[config.mk]
export PLATFORM = sky130hd
export DESIGN_NAME = ram2_write_arbiter_flat
export DESIGN_NICKNAME = d
export VERILOG_FILES = /design/src/rtl/ram2_write_arbiter_if.sv /design/src/rtl/ram2_write_arbiter.sv /design/src/flat_wrapper.sv
export SDC_FILE = /design/constraint.sdc
export NUM_CORES = 1
export LEC_CHECK = 0
export BUFFER_PORTS_ARGS = -buffer_cell sky130_fd_sc_hd__buf_2
export CORE_MARGIN = 3
export CORE_UTILIZATION = 47
export CTS_BUF_LIST = sky130_fd_sc_hd__clkbuf_4
export CTS_CLUSTER_DIAMETER = 50
export DETAILED_ROUTE_END_ITERATION = 8
export HOLD_SLACK_MARGIN = 0.05
export PLACE_DENSITY = 0.91
export SLEW_MARGIN = 30
export SYNTH_ARGS = -nofsm -noshare
export SYNTH_HDL_FRONTEND = slang
export SYNTH_SLANG_ARGS = --single-unit
[constraint.sdc]
create_clock -name clk -period 4.8 [get_ports clk]
set_input_delay 0.96 -clock clk [delete_from_list [all_inputs] [get_ports clk]]
set_output_delay 0.96 -clock clk [all_outputs]
set_load 0.05 [all_outputs]
[src/rtl/ram2_write_arbiter_if.sv]
// ram2_write_arbiter_if: loader request channels and RAM port-2 write bus
interface ram2_write_arbiter_if #(
    parameter int ADDR_W = 12,
    parameter int DATA_W = 32
);
    logic              req0_valid;
    logic [ADDR_W-1:0] req0_addr;
    logic [DATA_W-1:0] req0_data;
    logic              req0_lock;
    logic              req0_ready;
    logic              req1_valid;
    logic [ADDR_W-1:0] req1_addr;
    logic [DATA_W-1:0] req1_data;
    logic              req1_lock;
    logic              req1_ready;
    logic              wEn2;
    logic [ADDR_W-1:0] addr2;
    logic [DATA_W-1:0] dataIn2;
    logic [1:0]        grant;
    logic              wdog_err;

    modport master (
        output req0_valid, req0_addr, req0_data, req0_lock,
        output req1_valid, req1_addr, req1_data, req1_lock,
        input  req0_ready, req1_ready,
        input  wEn2, addr2, dataIn2, grant, wdog_err
    );

    modport slave (
        input  req0_valid, req0_addr, req0_data, req0_lock,
        input  req1_valid, req1_addr, req1_data, req1_lock,
        output req0_ready, req1_ready,
        output wEn2, addr2, dataIn2, grant, wdog_err
    );
endinterface

[src/rtl/ram2_write_arbiter.sv]
// ram2_write_arbiter: round-robin owner of RAM port 2 for UART (0) and SD (1) loaders; ARB_WDOG_EN adds a lock watchdog
module ram2_write_arbiter #(
    parameter int ADDR_W      = 12,
    parameter int DATA_W      = 32,
    parameter int QUANTUM     = 16,
    parameter int WDOG_CYCLES = 1024
) (
    input logic clk,
    input logic rst,
    ram2_write_arbiter_if.slave bus
);
    typedef enum logic [1:0] {IDLE, OWN0, OWN1} state_t;

    localparam int CW = $clog2(QUANTUM + 1);

    state_t            state, state_nx;
    logic              rr_last, rr_last_nx;
    logic [CW-1:0]     beat_cnt, beat_cnt_nx, cnt_inc;
    logic              own, owned, cur_valid, cur_lock, oth_valid, lock_eff, accept, q_exp;
    logic [ADDR_W-1:0] cur_addr, addr_q;
    logic [DATA_W-1:0] cur_data, data_q;
    logic              wen_q;

    assign own       = state == OWN1;
    assign owned     = state != IDLE;
    assign cur_valid = own ? bus.req1_valid : bus.req0_valid;
    assign cur_lock  = own ? bus.req1_lock  : bus.req0_lock;
    assign oth_valid = own ? bus.req0_valid : bus.req1_valid;
    assign cur_addr  = own ? bus.req1_addr  : bus.req0_addr;
    assign cur_data  = own ? bus.req1_data  : bus.req0_data;
    assign accept    = owned & cur_valid;
    assign cnt_inc   = (beat_cnt == CW'(QUANTUM)) ? beat_cnt : beat_cnt + CW'(accept);
    assign q_exp     = cnt_inc == CW'(QUANTUM);

    assign bus.req0_ready = state == OWN0;
    assign bus.req1_ready = state == OWN1;
    assign bus.grant      = {state == OWN1, state == OWN0};
    assign bus.wEn2       = wen_q;
    assign bus.addr2      = addr_q;
    assign bus.dataIn2    = data_q;

`ifdef ARB_WDOG_EN
    localparam int WW = $clog2(WDOG_CYCLES + 1);

    logic [WW-1:0] idle_cnt;
    logic [1:0]    blk;
    logic          wd_fire, err_q;

    assign lock_eff     = cur_lock & ~blk[own];
    assign wd_fire      = owned & lock_eff & ~cur_valid & (idle_cnt == WW'(WDOG_CYCLES - 1));
    assign bus.wdog_err = err_q;

    // Count locked idle cycles of the owner; after a forced release its lock is ignored until dropped
    always_ff @(posedge clk or negedge rst) begin
        if (!rst) begin
            idle_cnt <= '0;
            blk      <= '0;
            err_q    <= 1'b0;
        end else begin
            idle_cnt <= (state_nx != state || accept) ? '0 :
                        (owned & lock_eff & ~cur_valid) ? idle_cnt + WW'(1) : idle_cnt;
            blk[0]   <= bus.req0_lock & (blk[0] | (wd_fire & ~own));
            blk[1]   <= bus.req1_lock & (blk[1] | (wd_fire & own));
            err_q    <= wd_fire;
        end
    end
`else
    assign lock_eff     = cur_lock;
    assign bus.wdog_err = 1'b0;
`endif

    // Ownership decision: lock beats quantum expiry, which beats owner going quiet
    always_comb begin
        state_nx   = state;
        rr_last_nx = rr_last;
        if (state == IDLE) begin
            if (bus.req0_valid && bus.req1_valid)
                state_nx = rr_last ? OWN0 : OWN1;
            else if (bus.req0_valid)
                state_nx = OWN0;
            else if (bus.req1_valid)
                state_nx = OWN1;
        end else if (lock_eff) begin
`ifdef ARB_WDOG_EN
            if (wd_fire) begin
                state_nx   = IDLE;
                rr_last_nx = own;
            end
`endif
        end else if (q_exp && oth_valid) begin
            state_nx   = own ? OWN0 : OWN1;
            rr_last_nx = own;
        end else if (!cur_valid) begin
            state_nx   = IDLE;
            rr_last_nx = own;
        end
        beat_cnt_nx = (state_nx != state) ? '0 : cnt_inc;
    end

    // State, round-robin pointer, beat counter and the registered RAM write
    always_ff @(posedge clk or negedge rst) begin
        if (!rst) begin
            state    <= IDLE;
            rr_last  <= 1'b1;
            beat_cnt <= '0;
            wen_q    <= 1'b0;
            addr_q   <= '0;
            data_q   <= '0;
        end else begin
            state    <= state_nx;
            rr_last  <= rr_last_nx;
            beat_cnt <= beat_cnt_nx;
            wen_q    <= accept;
            if (accept) begin
                addr_q <= cur_addr;
                data_q <= cur_data;
            end
        end
    end
endmodule

[src/flat_wrapper.sv]
// flat-port wrapper written by rule: the top's interface ports become plain ports
module ram2_write_arbiter_flat 
#(
    parameter int ADDR_W      = 12,
    parameter int DATA_W      = 32,
    parameter int QUANTUM     = 16,
    parameter int WDOG_CYCLES = 1024
)
  (clk, rst, bus_req0_valid, bus_req0_addr, bus_req0_data, bus_req0_lock, bus_req1_valid, bus_req1_addr, bus_req1_data, bus_req1_lock, bus_req0_ready, bus_req1_ready, bus_wEn2, bus_addr2, bus_dataIn2, bus_grant, bus_wdog_err);
  ram2_write_arbiter_if #(.ADDR_W(ADDR_W), .DATA_W(DATA_W)) bus_i ();
  input logic clk;
  input logic rst;
  input wire logic [$bits(bus_i.req0_valid)-1:0] bus_req0_valid;
  input wire logic [$bits(bus_i.req0_addr)-1:0] bus_req0_addr;
  input wire logic [$bits(bus_i.req0_data)-1:0] bus_req0_data;
  input wire logic [$bits(bus_i.req0_lock)-1:0] bus_req0_lock;
  input wire logic [$bits(bus_i.req1_valid)-1:0] bus_req1_valid;
  input wire logic [$bits(bus_i.req1_addr)-1:0] bus_req1_addr;
  input wire logic [$bits(bus_i.req1_data)-1:0] bus_req1_data;
  input wire logic [$bits(bus_i.req1_lock)-1:0] bus_req1_lock;
  output wire logic [$bits(bus_i.req0_ready)-1:0] bus_req0_ready;
  output wire logic [$bits(bus_i.req1_ready)-1:0] bus_req1_ready;
  output wire logic [$bits(bus_i.wEn2)-1:0] bus_wEn2;
  output wire logic [$bits(bus_i.addr2)-1:0] bus_addr2;
  output wire logic [$bits(bus_i.dataIn2)-1:0] bus_dataIn2;
  output wire logic [$bits(bus_i.grant)-1:0] bus_grant;
  output wire logic [$bits(bus_i.wdog_err)-1:0] bus_wdog_err;
  assign bus_i.req0_valid = bus_req0_valid;
  assign bus_i.req0_addr = bus_req0_addr;
  assign bus_i.req0_data = bus_req0_data;
  assign bus_i.req0_lock = bus_req0_lock;
  assign bus_i.req1_valid = bus_req1_valid;
  assign bus_i.req1_addr = bus_req1_addr;
  assign bus_i.req1_data = bus_req1_data;
  assign bus_i.req1_lock = bus_req1_lock;
  assign bus_req0_ready = bus_i.req0_ready;
  assign bus_req1_ready = bus_i.req1_ready;
  assign bus_wEn2 = bus_i.wEn2;
  assign bus_addr2 = bus_i.addr2;
  assign bus_dataIn2 = bus_i.dataIn2;
  assign bus_grant = bus_i.grant;
  assign bus_wdog_err = bus_i.wdog_err;
  ram2_write_arbiter #(.ADDR_W(ADDR_W), .DATA_W(DATA_W), .QUANTUM(QUANTUM), .WDOG_CYCLES(WDOG_CYCLES)) u_core (.clk(clk), .rst(rst), .bus(bus_i));
endmodule
-- After elaboration in Yosys (flattened, before gate mapping)
Index checks and enable logic that the tools add are counted.
- reduce and logical (&&, ||, !) cells: 5
- divide/modulo/power cells: 0
- multipliers: 0
- order comparisons: 0
- eq/ne operators: 6
- multiplexer cells: 18
- bitwise gates (word level): 3
- shift-type cells: 0
- add/sub/neg operators: 1
- operator list (operator ; number):
    $mux W32 ; 1
    $mux W2 ; 9
    $mux W12 ; 1
    $eq A5 B5 Y1 const B ; 2
    $mux W5 ; 2
    $add A5 B1 Y5 ; 1
    $mux W1 ; 5
    $reduce_and A3 Y1 ; 1
    $eq A2 B1 Y1 const B ; 1
    $eq A2 B2 Y1 const B ; 1
    $logic_and A1 B1 Y1 ; 2
    $logic_not A2 Y1 ; 1
    $ne A2 B2 Y1 ; 1
    $ne A2 B2 Y1 const B ; 1
    $not A1 Y1 ; 2
    $reduce_bool A2 Y1 ; 1
    $and A1 B1 Y1 ; 1
- memories kept: 0
- RAM bits: 0
- bits in latches: 0
- output and inout bits: 50
- ROM bits: 0
- register bits: 53
- input bits: 94

-- Depth between registers and ports, before layout
- depth after elaboration: 12
- depth in mapped cells: 14
- mapped depth without buffers: 10

-- Least setup slack after synthesis
Ideal clock, no wire load.
- kind: input to register
- start: input bus_req0_valid
- end: register u_core.state[1]
- arrival: 3.776 ns
- stages: 13
- setup slack: 0.898 ns
- cells stage by stage: buf_1 -> nand2_1 -> a21boi_1 -> clkbuf_1 -> buf_2 -> inv_1 -> ha_1 -> ha_1 -> and3b_1 -> a211oi_1 -> or4_4 -> mux2i_1 -> o21ai_1
- longest elaborated chain between the ends: 9
- elaborated cells on any way between the ends: 14
- those cells by class: 1 x add/sub; 1 x eq/ne; 9 x mux; 1 x bitwise; 2 x reduce/logical
- ends and longest elaborated chain (what ; line ; RTL):
    start, declared ; flat_wrapper.sv:13 ; input wire logic [$bits(bus_i.req0_valid)-1:0] bus_req0_valid;
    $mux W1 ; ram2_write_arbiter.sv:26 ; assign cur_valid = own ? bus.req1_valid : bus.req0_valid;
    $and A1 B1 Y1 ; ram2_write_arbiter.sv:31 ; assign accept = owned & cur_valid;
    named net u_core.accept ; ram2_write_arbiter.sv:19 ; logic own, owned, cur_valid, cur_lock, oth_valid, lock_eff, accept, q_exp;
    $add A5 B1 Y5 ; ram2_write_arbiter.sv:32 ; assign cnt_inc = (beat_cnt == CW'(QUANTUM)) ? beat_cnt : beat_cnt + CW'(accept);
    $mux W5 ; ram2_write_arbiter.sv:32 ;
    $eq A5 B5 Y1 ; ram2_write_arbiter.sv:33 ; assign q_exp = cnt_inc == CW'(QUANTUM);
    $logic_and A1 B1 Y1 ; ram2_write_arbiter.sv:90 ; end else if (q_exp && oth_valid) begin
    $mux W2 ; ram2_write_arbiter.sv:90 ;
    $mux W2 ; ram2_write_arbiter.sv:83 ; end else if (lock_eff) begin
    $mux W2 ; ram2_write_arbiter.sv:76 ; if (state == IDLE) begin
    named net u_core.state_nx[1] ; ram2_write_arbiter.sv:16 ; state_t state, state_nx;
    end signal, assigned ; ram2_write_arbiter.sv:110 ; state <= state_nx;
    end, declared ; ram2_write_arbiter.sv:16 ;
The timed path passes the listed nets, and every way through them passes these cells.
A chain may end at the register's enable or synchronous reset.

-- Final worst setup path
- start: input bus_req0_valid
- end: register u_core.beat_cnt[0]
- longest elaborated chain between the ends: 11
- elaborated cells on any way between the ends: 16
- those cells by class: 1 x add/sub; 2 x eq/ne; 10 x mux; 1 x bitwise; 2 x reduce/logical
- ends and longest elaborated chain (what ; line ; RTL):
    $mux W1 (*) ; ram2_write_arbiter.sv:26 ;
    $and A1 B1 Y1 (*) ; ram2_write_arbiter.sv:31 ;
    named net u_core.accept ; ram2_write_arbiter.sv:19 ;
    $add A5 B1 Y5 (*) ; ram2_write_arbiter.sv:32 ;
    $mux W5 (*) ; ram2_write_arbiter.sv:32 ;
    $eq A5 B5 Y1 ; ram2_write_arbiter.sv:33 ;
    $logic_and A1 B1 Y1 ; ram2_write_arbiter.sv:90 ;
    $mux W2 ; ram2_write_arbiter.sv:90 ;
    $mux W2 ; ram2_write_arbiter.sv:83 ;
    $mux W2 ; ram2_write_arbiter.sv:76 ;
    $ne A2 B2 Y1 ; ram2_write_arbiter.sv:97 ; beat_cnt_nx = (state_nx != state) ? '0 : cnt_inc;
    $mux W5 (*) ; ram2_write_arbiter.sv:97 ;
    named net u_core.beat_cnt_nx[0] ; ram2_write_arbiter.sv:18 ; logic [CW-1:0] beat_cnt, beat_cnt_nx, cnt_inc;
    end signal, assigned ; ram2_write_arbiter.sv:112 ; beat_cnt <= beat_cnt_nx;
    end, declared ; ram2_write_arbiter.sv:18 ;
Mark *: on every way through the listed nets, which the timed path passes. The rest lies on a longest branch.

==> implementation parameters <==
Parameter                              Value

Status
  Outcome ... finished clean

Power
  Internal power contribution ... 1.183 mW
  Clock power share ... 9.1%
  Flop pwr share ... 29.5%
  Switching portion of total power ... 54.51%
  Leakage ... 1.777 nW
  Switching component of the power ... 1.417 mW
  IR Drop Worst-Case VDD ... ~460 uV
  Share of total power in combinational logic ... 61.4%
  Power density over cell area ... between 700 and 800 nW/um^2

Logic synthesis
  Most instantiated cells after synthesis ... 52 x sky130_fd_sc_hd__dfrtp_1, 49 x sky130_fd_sc_hd__nand2_1, 48 x sky130_fd_sc_hd__mux2i_1
  Most common cell in the netlist ... sky130_fd_sc_hd__dfrtp_1
  Cell types occupying the most area after synthesis ... sky130_fd_sc_hd__dfrtp_1 48%, sky130_fd_sc_hd__mux2i_1 18%, sky130_fd_sc_hd__o21ai_0 8.5%
  Simple logic cell fraction of the synthesized area ... 13.12%
  Post-synth ARST share ... 100.0%
  Yosys warns ... 0
  Dominant combinational cell family by area after synthesis ... multiplexers
  Number of nets in the synthesized netlist ... 364
  Synthesized flop and latch total ... 53
  Synth Cell Area ... 2709 um^2
  Xor-xnor portion of the synthesized cell area ... less than 1%
  Mux contribution to synthesized area ... 17.74%
  Cell accounting for the most synthesized area ... sky130_fd_sc_hd__dfrtp_1
  Number of instances in the synthesized netlist ... 268
  Post-synthesis sequential area ratio ... 49.01%
  Yosys top cell area share ... just under 50%
  Compound-Gate Fraction of Synth Area ... between 10 and 15%
  Number of flops mapped to enable cells by yosys ... 0
  Post-synthesis area per instance ... 10.11 um^2
  Prevailing post-synth register cell ... sky130_fd_sc_hd__dfrtp_1
  Netlist cell types ... 39
  Share of synthesized cell area in full adder, half adder and majority cells ... less than 1%

Timing
  Achievable Freq ... 314.8 MHz
  Hold Violations, Final ... 0
  Slew at the pin with the worst max-slew slack ... 906.8 ps
  Final Max Slew Viols ... 0
  Fin crit share ... 66.18%
  Worst hold slack ... 487.9 ps
  Final setup viols ... 0
  Unrepaired setup endpoints after global routing ... false
  Fin Clk Skew ... 14.00 ps
  Post-Route Setup TNS ... 0 ps
  Minimum clock period after layout ... around 3200 ps
  Max_slew headroom ... 39.18%

Clocking
  Number of buffers inserted by post-CTS setup repair ... 0
  CTS Root Cell ... sky130_fd_sc_hd__clkbuf_4
  Number of H-tree levels ... 2
  Clock latency of the later-clocked register in the worst-skew pair ... approximately 360 ps
  TritonCTS clock tree ... yes
  TritonCTS sink count ... 53
  CTS buffer count ... 5
  Longest Clk Path Bufs ... 2
  Register clock-pin slew on the reported worst setup and hold paths ... between 100 and 150 ps
  Resize count post-CTS ... 0
  Number of hold-repair buffers added at the cts stage ... 0

Die
  Starting Density ... 48.89%
  Core Box Area ... 5540 um^2
  Die area ... 6710 um^2
  Boundary Pins ... 144
  Die Span Y ... between 80 and 90 um
  Die W ... roughly 82 um
  Standard-cell row count ... 27

Worst hold path
  HP Class ... reg2reg
  Min-Delay Startpoint ... u_core.bus.dataIn2[23]
  Number of instances on the worst hold path ... 2
  Endpoint of the worst hold-timing path ... u_core.bus.dataIn2[23]

Global route
  Antenna violations before repair ... 0
  Grt ovf ... 0
  Pin count of the biggest net entering global routing ... ~90
  Wire length of the first global-routing pass ... 9432 um
  Combined global-route utilization of all metal layers ... between 10% and 20%
  Number of global-route vias before repair ... 2213

Route
  Number of antenna-violating nets in the routed design ... 0
  Average wire per standard cell ... between 10 and 15 um
  Vias per inst ... 5.083
  Total number of vias ... 2394
  First DRT Iteration DRCs ... 61
  Overall routed net length ... roughly 6200 um
  First-pass detailed-route iteration total ... 4
  Number of DRC violations after detailed routing ... 0

Placed design
  Quantity of I/O buffers inserted on ports ... 142
  Final weighted congestion of routability-driven global placement ... 0.9027
  Estimated wirelength of the detail-placed design ... 4745 um

Critical path
  Start-to-end type of the worst setup path ... in2reg
  Startpoint Class ... primary input
  Crit Reg-Reg Endpoint ... u_core.beat_cnt[0]
  Launch instance of the worst register-to-register path ... u_core.state[0]
  CP endpoint kind ... register
  Arrival time of data at the critical path endpoint ... ~3500 ps
  Required time reported for the critical path endpoint ... 5090 ps
  Maximum fanout along the worst path ... 8
  R2r setup slk ... 1800 ps
  Number of cells traversed by the worst register-to-register path ... 10

Cells and area
  Number of nets in the finished design ... 495
  Synthesis-to-finish area growth ... 30.16%
  Share of final-layout standard cells stronger than drive strength 1 ... between 40% and 50%
  Antenna cell count ... 0

Job
  Number of maximum-capacitance violations ... 0
-- sequential cells by signal, summed over array words and instances (netlist names) --
| name | cells |
|---|---|
| u_core.bus.wEn2 | 1 |
| u_core.bus.dataIn2 | 32 |
| u_core.state | 2 |
| u_core.bus.addr2 | 12 |
| u_core.rr_last | 1 |
| u_core.beat_cnt | 5 |
-- critical path: stages --
cell and delay, ps:
sky130_fd_sc_hd__buf_2 140, sky130_fd_sc_hd__nand2_1 90, sky130_fd_sc_hd__a21boi_4 190, sky130_fd_sc_hd__inv_1 70, sky130_fd_sc_hd__ha_1 220, sky130_fd_sc_hd__ha_1 240
sky130_fd_sc_hd__and3b_1 210, sky130_fd_sc_hd__a211oi_1 770, sky130_fd_sc_hd__or4_4 280, sky130_fd_sc_hd__nand2_1 120, sky130_fd_sc_hd__a21oi_1 190
-- final cells by class --
type | count | area, um^2
clock buffer | 5 | 37.54
inverter | 3 | 11.26
fill | 461 | 2014
multi-input combinational | 191 | 1291
clock inverter | 2 | 35.03
sequential | 53 | 1328
tap | 72 | 90.09
timing repair buffer | 145 | 733.2
-- layout by cell type, fill, tap and decap left out, types with 2 or more instances in the layout --
master,netlist,layout
sky130_fd_sc_hd__clkbuf_4,0,5
sky130_fd_sc_hd__nor3_1,2,2
sky130_fd_sc_hd__xnor2_1,2,2
sky130_fd_sc_hd__a32oi_1,2,2
sky130_fd_sc_hd__nand2b_1,2,2
sky130_fd_sc_hd__mux2i_1,48,48
sky130_fd_sc_hd__buf_4,3,3
sky130_fd_sc_hd__o21ai_0,46,46
sky130_fd_sc_hd__a21oi_1,6,6
sky130_fd_sc_hd__nand4_1,2,2
sky130_fd_sc_hd__nor2_1,3,3
sky130_fd_sc_hd__dfrtp_1,52,52
sky130_fd_sc_hd__nor2b_1,3,2
sky130_fd_sc_hd__nand3_1,4,4
sky130_fd_sc_hd__nor3b_1,2,2
sky130_fd_sc_hd__inv_1,3,3
sky130_fd_sc_hd__nand2_1,49,49
sky130_fd_sc_hd__ha_1,2,2
sky130_fd_sc_hd__buf_2,6,142
-- how the worst max path moves through the flow --
| stage | end | start | slack, ps | cells past startpoint |
|---|---|---|---|---|
| floorplan | u_core.state[1] | bus_req0_valid | 900 | 13 |
| global placement | u_core.state[1] | bus_req0_valid | 1440 | 11 |
| detailed placement | u_core.state[1] | bus_req0_valid | 1290 | 11 |
| CTS | u_core.beat_cnt[1] | bus_req0_valid | 1670 | 11 |
| global route | u_core.beat_cnt[2] | bus_req0_valid | 1520 | 11 |
| finish | u_core.beat_cnt[0] | bus_req0_valid | 1620 | 11 |
-- through the flow --
stage / power (mW) / area (um^2) / utilization, % / setup slack [ps] / instances
floorplan: 2.030 / 2709 / - / 897.8 / 268
global placement: 2.342 / 3453 / 62.33 / 1443 / 464
detailed placement: 2.397 / 3453 / 62.33 / 1291 / 464
CTS: 2.633 / 3526 / 63.64 / 1668 / 471
global route: 2.770 / 3526 / 63.64 / 1519 / 471
finish: 2.600 / 3526 / 63.64 / 1624 / 471
-- routing by layer --
metal / part of all wire (%) / GRT usage, %
met5: 0 / 0
met4: 1.2 / 5.316
met3: 8.5 / 4.057
met2: 52 / 35.14
met1: 39 / 19.09
-- power groups by stage --
stage / clock (mW) / combinational (mW) / sequential (mW)
floorplan: 0 / 0.623 / 1.41
global placement: 0 / 1.57 / 0.768
detailed placement: 0 / 1.62 / 0.779
CTS: 0.247 / 1.62 / 0.770
global route: 0.266 / 1.71 / 0.795
finish: 0.237 / 1.60 / 0.768
-- cell families (layout without fill, tap and decap cells) --
group,Yosys count,count (layout)
fa+ha+maj,2,2
xor+xnor,2,2
other cells,1,1
compound gates,65,65
mux,48,48
simple gates,73,73
flops,53,53
buf+inv,24,155
Power figures use the tool's default switching activity.
